===== src/rtl/uart_status_framer_pkg.sv =====
// Shared definitions for the UART status framer: frame constants, FSM state
// encoding, settings snapshot layout and the frame checksum.
package uart_status_framer_pkg;

    localparam int unsigned BYTE_W          = 8;
    localparam int unsigned FRAME_LEN       = 10;
    localparam int unsigned IDX_W           = 4;
    localparam int unsigned TIMEOUT_CYC_DEF = 20000;

    localparam logic [BYTE_W-1:0] HDR0   = 8'h55;
    localparam logic [BYTE_W-1:0] HDR1   = 8'hAA;
    localparam logic [BYTE_W-1:0] CMD_ID = 8'hA1;

    typedef enum logic [1:0] {
        IDLE = 2'd0,
        WAIT = 2'd1,
        DONE = 2'd2
    } state_e;

    // Video-control settings captured at frame start.
    typedef struct packed {
        logic [11:0] x_pix_len;
        logic [11:0] y_pix_len;
        logic [1:0]  algorithm;
        logic        vid_format;
        logic [8:0]  bi_a;
    } status_snap_t;

    // 8-bit wrap-around sum of payload bytes 2..8 (CMD_ID through bi_a low byte).
    function automatic logic [BYTE_W-1:0] frame_checksum(input status_snap_t s);
        logic [BYTE_W-1:0] sum;
        sum = CMD_ID;
        sum = sum + {4'b0, s.x_pix_len[11:8]};
        sum = sum + s.x_pix_len[7:0];
        sum = sum + {4'b0, s.y_pix_len[11:8]};
        sum = sum + s.y_pix_len[7:0];
        sum = sum + {4'b0, s.algorithm, s.vid_format, s.bi_a[8]};
        sum = sum + s.bi_a[7:0];
        return sum;
    endfunction

endpackage


===== src/rtl/uart_status_framer_if.sv =====
// Byte-level handshake between the status framer and the UART transmitter.
//   txd_en   : framer -> tx, one-cycle start pulse for txd_data
//   txd_data : framer -> tx, byte to send, stable until the next txd_en
//   txd_flag : tx -> framer, one-cycle pulse when the byte has been sent
interface uart_status_framer_if;
    import uart_status_framer_pkg::*;

    logic              txd_en;
    logic [BYTE_W-1:0] txd_data;
    logic              txd_flag;

    modport master (output txd_en, output txd_data, input txd_flag);
    modport slave  (input txd_en, input txd_data, output txd_flag);
endinterface


===== src/rtl/uart_status_framer.sv =====
// Builds a 10-byte checksummed status frame from the current video settings
// and streams it one byte at a time to the UART transmitter, with an
// acknowledge timeout that aborts a stalled frame.
// Ports:
//   sys_clk, sys_rst_n  : clock, async active-low reset
//   pix_len_update      : settings-changed pulse, requests a frame
//   status_req          : host status request pulse, requests a frame
//   x_pix_len..bi_a     : live settings, snapshotted at frame start
//   txd_if              : transmitter byte handshake (master side)
//   busy                : frame in progress
//   frame_done          : pulse, last byte acknowledged
//   timeout_err         : pulse, frame aborted waiting for txd_flag
module uart_status_framer
    import uart_status_framer_pkg::*;
#(
    parameter int unsigned TIMEOUT_CYC = TIMEOUT_CYC_DEF
) (
    input  logic                        sys_clk,
    input  logic                        sys_rst_n,
    input  logic                        pix_len_update,
    input  logic                        status_req,
    input  logic [11:0]                 x_pix_len,
    input  logic [11:0]                 y_pix_len,
    input  logic [1:0]                  algorithm,
    input  logic                        vid_format,
    input  logic [8:0]                  bi_a,
    uart_status_framer_if.master        txd_if,
    output logic                        busy,
    output logic                        frame_done,
    output logic                        timeout_err
);

    localparam int unsigned CNT_W = (TIMEOUT_CYC > 1) ? $clog2(TIMEOUT_CYC) : 1;

    state_e             state_q, state_d;
    logic [IDX_W-1:0]   idx_q, idx_d;
    logic               pending_q, pending_d;
    status_snap_t       snap_q, snap_d;
    logic [CNT_W-1:0]   cnt_q, cnt_d;
    logic               txd_en_q, txd_en_d;
    logic [BYTE_W-1:0]  txd_data_q, txd_data_d;
    logic               busy_q, busy_d;
    logic               frame_done_q, frame_done_d;
    logic               timeout_err_q, timeout_err_d;
    logic               trig_c;

    // Byte multiplexer over the frozen snapshot.
    function automatic logic [BYTE_W-1:0] frame_byte(input logic [IDX_W-1:0] idx,
                                                     input status_snap_t s);
        case (idx)
            4'd0:    return HDR0;
            4'd1:    return HDR1;
            4'd2:    return CMD_ID;
            4'd3:    return {4'b0, s.x_pix_len[11:8]};
            4'd4:    return s.x_pix_len[7:0];
            4'd5:    return {4'b0, s.y_pix_len[11:8]};
            4'd6:    return s.y_pix_len[7:0];
            4'd7:    return {4'b0, s.algorithm, s.vid_format, s.bi_a[8]};
            4'd8:    return s.bi_a[7:0];
            4'd9:    return frame_checksum(s);
            default: return 8'h00;
        endcase
    endfunction

    assign trig_c = pix_len_update | status_req;

    // State and output registers.
    always_ff @(posedge sys_clk or negedge sys_rst_n) begin
        if (!sys_rst_n) begin
            state_q       <= IDLE;
            idx_q         <= '0;
            pending_q     <= 1'b0;
            snap_q        <= '0;
            cnt_q         <= '0;
            txd_en_q      <= 1'b0;
            txd_data_q    <= '0;
            busy_q        <= 1'b0;
            frame_done_q  <= 1'b0;
            timeout_err_q <= 1'b0;
        end else begin
            state_q       <= state_d;
            idx_q         <= idx_d;
            pending_q     <= pending_d;
            snap_q        <= snap_d;
            cnt_q         <= cnt_d;
            txd_en_q      <= txd_en_d;
            txd_data_q    <= txd_data_d;
            busy_q        <= busy_d;
            frame_done_q  <= frame_done_d;
            timeout_err_q <= timeout_err_d;
        end
    end

    // Next-state and registered-output logic.
    always_comb begin
        state_d       = state_q;
        idx_d         = idx_q;
        pending_d     = pending_q;
        snap_d        = snap_q;
        cnt_d         = cnt_q;
        txd_en_d      = 1'b0;
        txd_data_d    = txd_data_q;
        frame_done_d  = 1'b0;
        timeout_err_d = 1'b0;

        case (state_q)
            IDLE: begin
                cnt_d = '0;
                if (trig_c || pending_q) begin
                    snap_d.x_pix_len  = x_pix_len;
                    snap_d.y_pix_len  = y_pix_len;
                    snap_d.algorithm  = algorithm;
                    snap_d.vid_format = vid_format;
                    snap_d.bi_a       = bi_a;
                    pending_d  = 1'b0;
                    idx_d      = '0;
                    txd_en_d   = 1'b1;
                    txd_data_d = HDR0;
                    state_d    = WAIT;
                end
            end

            WAIT: begin
                if (trig_c) begin
                    pending_d = 1'b1;
                end
                // An acknowledge coinciding with our own txd_en belongs to no byte.
                if (txd_if.txd_flag && !txd_en_q) begin
                    if (idx_q == IDX_W'(FRAME_LEN - 1)) begin
                        frame_done_d = 1'b1;
                        state_d      = DONE;
                    end else begin
                        idx_d      = idx_q + IDX_W'(1);
                        txd_en_d   = 1'b1;
                        txd_data_d = frame_byte(idx_q + IDX_W'(1), snap_q);
                        cnt_d      = '0;
                    end
                end else if (cnt_q == CNT_W'(TIMEOUT_CYC - 1)) begin
                    timeout_err_d = 1'b1;
                    state_d       = IDLE;
                end else begin
                    cnt_d = cnt_q + CNT_W'(1);
                end
            end

            DONE: begin
                if (trig_c) begin
                    pending_d = 1'b1;
                end
                state_d = IDLE;
            end

            default: begin
                state_d = IDLE;
            end
        endcase

        busy_d = (state_d == WAIT);
    end

    assign txd_if.txd_en   = txd_en_q;
    assign txd_if.txd_data = txd_data_q;
    assign busy            = busy_q;
    assign frame_done      = frame_done_q;
    assign timeout_err     = timeout_err_q;

endmodule


===== src/flat_wrapper.sv =====
// flat-port wrapper written by rule: the top's interface ports become plain ports
module uart_status_framer_flat import uart_status_framer_pkg::*;
#(
    parameter int unsigned TIMEOUT_CYC = TIMEOUT_CYC_DEF
)
  (sys_clk, sys_rst_n, pix_len_update, status_req, x_pix_len, y_pix_len, algorithm, vid_format, bi_a, busy, frame_done, timeout_err, txd_if_txd_en, txd_if_txd_data, txd_if_txd_flag);
  uart_status_framer_if txd_if_i ();
  input  logic sys_clk;
  input  logic sys_rst_n;
  input  logic pix_len_update;
  input  logic status_req;
  input  logic [11:0] x_pix_len;
  input  logic [11:0] y_pix_len;
  input  logic [1:0] algorithm;
  input  logic vid_format;
  input  logic [8:0] bi_a;
  output logic busy;
  output logic frame_done;
  output logic timeout_err;
  output wire logic [$bits(txd_if_i.txd_en)-1:0] txd_if_txd_en;
  output wire logic [$bits(txd_if_i.txd_data)-1:0] txd_if_txd_data;
  input wire logic [$bits(txd_if_i.txd_flag)-1:0] txd_if_txd_flag;
  assign txd_if_txd_en = txd_if_i.txd_en;
  assign txd_if_txd_data = txd_if_i.txd_data;
  assign txd_if_i.txd_flag = txd_if_txd_flag;
  uart_status_framer #(.TIMEOUT_CYC(TIMEOUT_CYC)) u_core (.sys_clk(sys_clk), .sys_rst_n(sys_rst_n), .pix_len_update(pix_len_update), .status_req(status_req), .x_pix_len(x_pix_len), .y_pix_len(y_pix_len), .algorithm(algorithm), .vid_format(vid_format), .bi_a(bi_a), .txd_if(txd_if_i), .busy(busy), .frame_done(frame_done), .timeout_err(timeout_err));
endmodule

===== config.mk =====
export PLATFORM = sky130hd
export DESIGN_NAME = uart_status_framer_flat
export DESIGN_NICKNAME = d
export VERILOG_FILES = /design/src/rtl/uart_status_framer_pkg.sv /design/src/rtl/uart_status_framer_if.sv /design/src/rtl/uart_status_framer.sv /design/src/flat_wrapper.sv
export SDC_FILE = /design/constraint.sdc
export NUM_CORES = 1
export LEC_CHECK = 0
export BUFFER_PORTS_ARGS = -buffer_cell sky130_fd_sc_hd__clkbuf_2
export CAP_MARGIN = 30
export CORE_UTILIZATION = 50
export DETAILED_ROUTE_END_ITERATION = 10
export PLACE_DENSITY = 0.7
export SYNTH_ARGS = -nofsm -noshare
export SYNTH_HDL_FRONTEND = slang
export SYNTH_SLANG_ARGS = --single-unit

===== constraint.sdc =====
create_clock -name sys_clk -period 6.8 [get_ports sys_clk]
set_clock_uncertainty 0.05 [all_clocks]
set_input_delay 0 -clock sys_clk [delete_from_list [all_inputs] [get_ports sys_clk]]
set_output_delay 0 -clock sys_clk [all_outputs]
set_load 0.02 [all_outputs]

==> summary.txt <==
Status
  – Status: finished, final reports clean

Synthesis
  – Seq/Total Area, Yosys: a little under two fifths
  – Syn_area_per_cell: around 9.6 µm²
  – Commonest cells in the synthesized netlist: 70 x dfrtp_1, 65 x inv_1, 36 x mux2_2
  – Synth Instances: around 500
  – Mapped Area: between 4000 and 5000 µm²
  – Async S/R FF share, synth: between 90% and 100%
  – Post-synthesis cell type count: 64
  – Ys flop type: dfrtp_1
  – Syn nets: ~570
  – Top-count cell post-synth: dfrtp_1
  – Ys Warns: 0
  – Post-synth top area share: approximately 37%
  – Synth area leader: dfrtp_1
  – Top post-synthesis cells by area: dfrtp_1 37%, mux2_2 8.6%, fa_1 8.0%, inv_1 5.2%, ha_1 5.0%
  – Seq cells post-synth: 70
  – Post-synth EDFFs: 0

Die
  – Die width: between 90 and 100 µm
  – Die height: 99.3 µm
  – I/O pin count: 53
  – Initial Util: about half
  – Die Area: between 9000 and 10000 µm²
  – CORE AREA: between 9000 and 10000 µm²
  – Row count: 35

Clocking
  – TritonCTS clock tree: yes
  – Cts bufs inserted: 9
  – H-Tree Depth: 3
  – Total clock sinks: 70
  – Clock Tree Buf Depth: 2
  – Setup Buffers After CTS: 0
  – Clk slew on worst S/H paths: about 80 ps
  – Root buffer cell: clkbuf_8
  – Worst-skew pair later-pin latency: 360 ps

Timing
  – Slew of the pin with the lowest slew margin: approximately 880 ps
  – # setup viols final: 0
  – Crit path time final: between 3000 and 4000 ps
  – Final TNS setup: 0 ps
  – Pins Over Slew Limit: 0
  – Final Hold Fails: 0
  – Rel. slew slack: between 40% and 50%
  – Highest clock rate: about 270 MHz
  – Fin crit share: between 50 and 60%
  – RSZ-0062 raised after global routing: no

Global routing
  – Gr usage total: between 20% and 30%
  – Vias in the first global route: roughly 4000
  – First-pass GRT wire length: 18900 µm
  – Initial antenna violation count: 0
  – Largest net degree at the start of global routing: 71
  – Grt ovf: 0

Placed design
  – Port Buffer Count: 52
  – HPWL Detailed: roughly 7700 µm
  – Placer congestion estimate: a little under 0.9

Critical path
  – Slowest stage delay, CP: between 500 and 600 ps
  – Bufs and invs on worst path: 5
  – Critical path arrival: between 3000 and 4000 ps
  – Worst Path Required: between 6000 and 7000 ps
  – CP cell instances: inv_1 > fa_1 > inv_1 > fa_1 > inv_1 > fa_1 > inv_1 > ha_1 > inv_1 > fa_1 > nor2b_1 > o21a_1 > or3_1 > a41oi_1 > a21oi_1
  – Critical Path Sink Type: register
  – Worst-path fanout max: 3
  – WS Path Type: register to register
  – Slowest CP cell: fa_1
  – Type of origin of the critical path: register
  – Family with the most delay on the worst path: adder cells
  – Most frequent cell on the critical path: inv_1

Routing
  – Overall routed net length: about 11000 µm
  – Wire per inst: between 15 and 20 µm
  – # DRC: 0
  – Via Count: between 3000 and 4000
  – DR iter-0 viols: ~290
  – TritonRoute pass-1 iters: 5
  – Vias per inst: 5.76
  – Antenna-violating nets left: 0

Cells and area
  – Number of fill cells in the layout: 780
  – Area Growth Syn to Fin: 19.5%
  – Ant diodes: 0
  – Footprint of the multi-input gates: 2660 µm²
  – Fin nets: 657
  – Share of cells above drive strength 1: 19.8%
  – Register area: between 1500 and 2000 µm²

Worst hold path
  – Hold Crit Class: primary input to register

Run
  – MaxCap Viol Count: 0
sequential cells by signal, summed over array words and instances (netlist names):
register                cells
u_core.busy                 1
u_core.cnt_q               15
u_core.frame_done           1
u_core.idx_q                4
u_core.pending_q            1
u_core.snap_q              36
u_core.state_q              2
u_core.timeout_err          1
u_core.txd_if.txd_data      8
u_core.txd_if.txd_en        1
worst register-to-register path: stages (launching register included):
cell and delay, ps:
dfrtp_1 400, inv_1 90, fa_1 510, inv_1 50, fa_1 520, inv_1 50
fa_1 520, inv_1 40, ha_1 220, inv_1 80, fa_1 210, nor2b_1 60
o21a_1 170, or3_1 300, a41oi_1 210, a21oi_1 90
cell type report:
| type | instances | share of cell area, % |
|---|---|---|
| Clock buffer | 10 | 2.43 |
| Inverter | 66 | 4.38 |
| Multi-Input combinational cell | 338 | 47.0 |
| Timing Repair Buffer | 93 | 11.8 |
| Tap cell | 111 | 2.45 |
| Clock inverter | 5 | 1.04 |
| Sequential cell | 70 | 31.0 |
cell usage in the layout, fill, tap and decap left out, drive strengths merged, types with 3 or more instances in the layout:
cell type and n:
clkbuf 61, xnor2 11, a21o 5, o21ai 25, ha 19, nor2 30, nor2b 3, and3 3
o32ai 3, a211oi 7, a41oi 3, a31oi 6, nor3 5, a21oi 28, buf 3, fa 19
nand4 6, mux2 36, nand2 32, nand3b 6, or3 3, inv 66, mux2i 6, nor3b 3
a22oi 9, o31ai 5, nor4 4, dlygate4sd3 39, dfrtp 70, nand3 24
worst paths after layout:
kind / depth (start not counted) / slack (ps) / to / start
min: 3 / 10 / u_core.frame_done$_DFF_PN0_ / txd_if_txd_flag
min in group asynchronous: 3 / 310 / u_core.pending_q$_DFFE_PN0P_ / sys_rst_n
max reg2reg: 15 / 3090 / u_core.txd_if.txd_data[6]$_DFFE_PN0P_ / u_core.snap_q[10]$_DFFE_PN0P_
max: 15 / 3090 / u_core.txd_if.txd_data[6]$_DFFE_PN0P_ / u_core.snap_q[10]$_DFFE_PN0P_
max in group asynchronous: 3 / 5800 / u_core.snap_q[28]$_DFFE_PN0P_ / sys_rst_n
min reg2reg: 1 / 430 / u_core.cnt_q[11]$_DFFE_PN0P_ / u_core.cnt_q[11]$_DFFE_PN0P_
per-stage QoR:
step                area [µm²]  instances  hold slack [ps]  util (%)  setup slack (ps)
finish                    5660        693             12.0      61.5              3090
global placement          5070        639              182      55.2              3220
CTS                       5660        693             9.98      61.5              3100
detailed placement        5070        639              186      55.2              3110
floorplan                 4730        495             -346         -              3320
global route              5660        693             40.7      61.5              2850
metal layers:
layer / routed length (µm) / track usage (%)
met1: 4780 / 31.1
met2: 5520 / 41.0
met3: 543 / 3.09
met4: 168 / 10.7
met5: 0 / 0
repair_timing:
action / 4_1_cts / 5_1_grt
endpoints found under the hold margin: 107 / 0
hold buffers: 39 / 0
resized for setup: 0 / 0
cells by family (layout without fill, tap and decap cells):
logic type               after synthesis  in the layout  synth area share [%]
XOR/XNOR                              13             13                  2.40
flip-flops                            70             70                  37.0
buffers and inverters                 87            174                  7.14
multiplexers                          42             42                  9.83
AO/OA/AOI/OAI                        113            113                  16.0
adder cells (fa/ha/maj)               38             38                  13.1
AND/OR/NAND/NOR                      132            132                  14.6
Power is not shown: default switching activity piles up to over one toggle a cycle in this logic, so the estimate is an artifact.
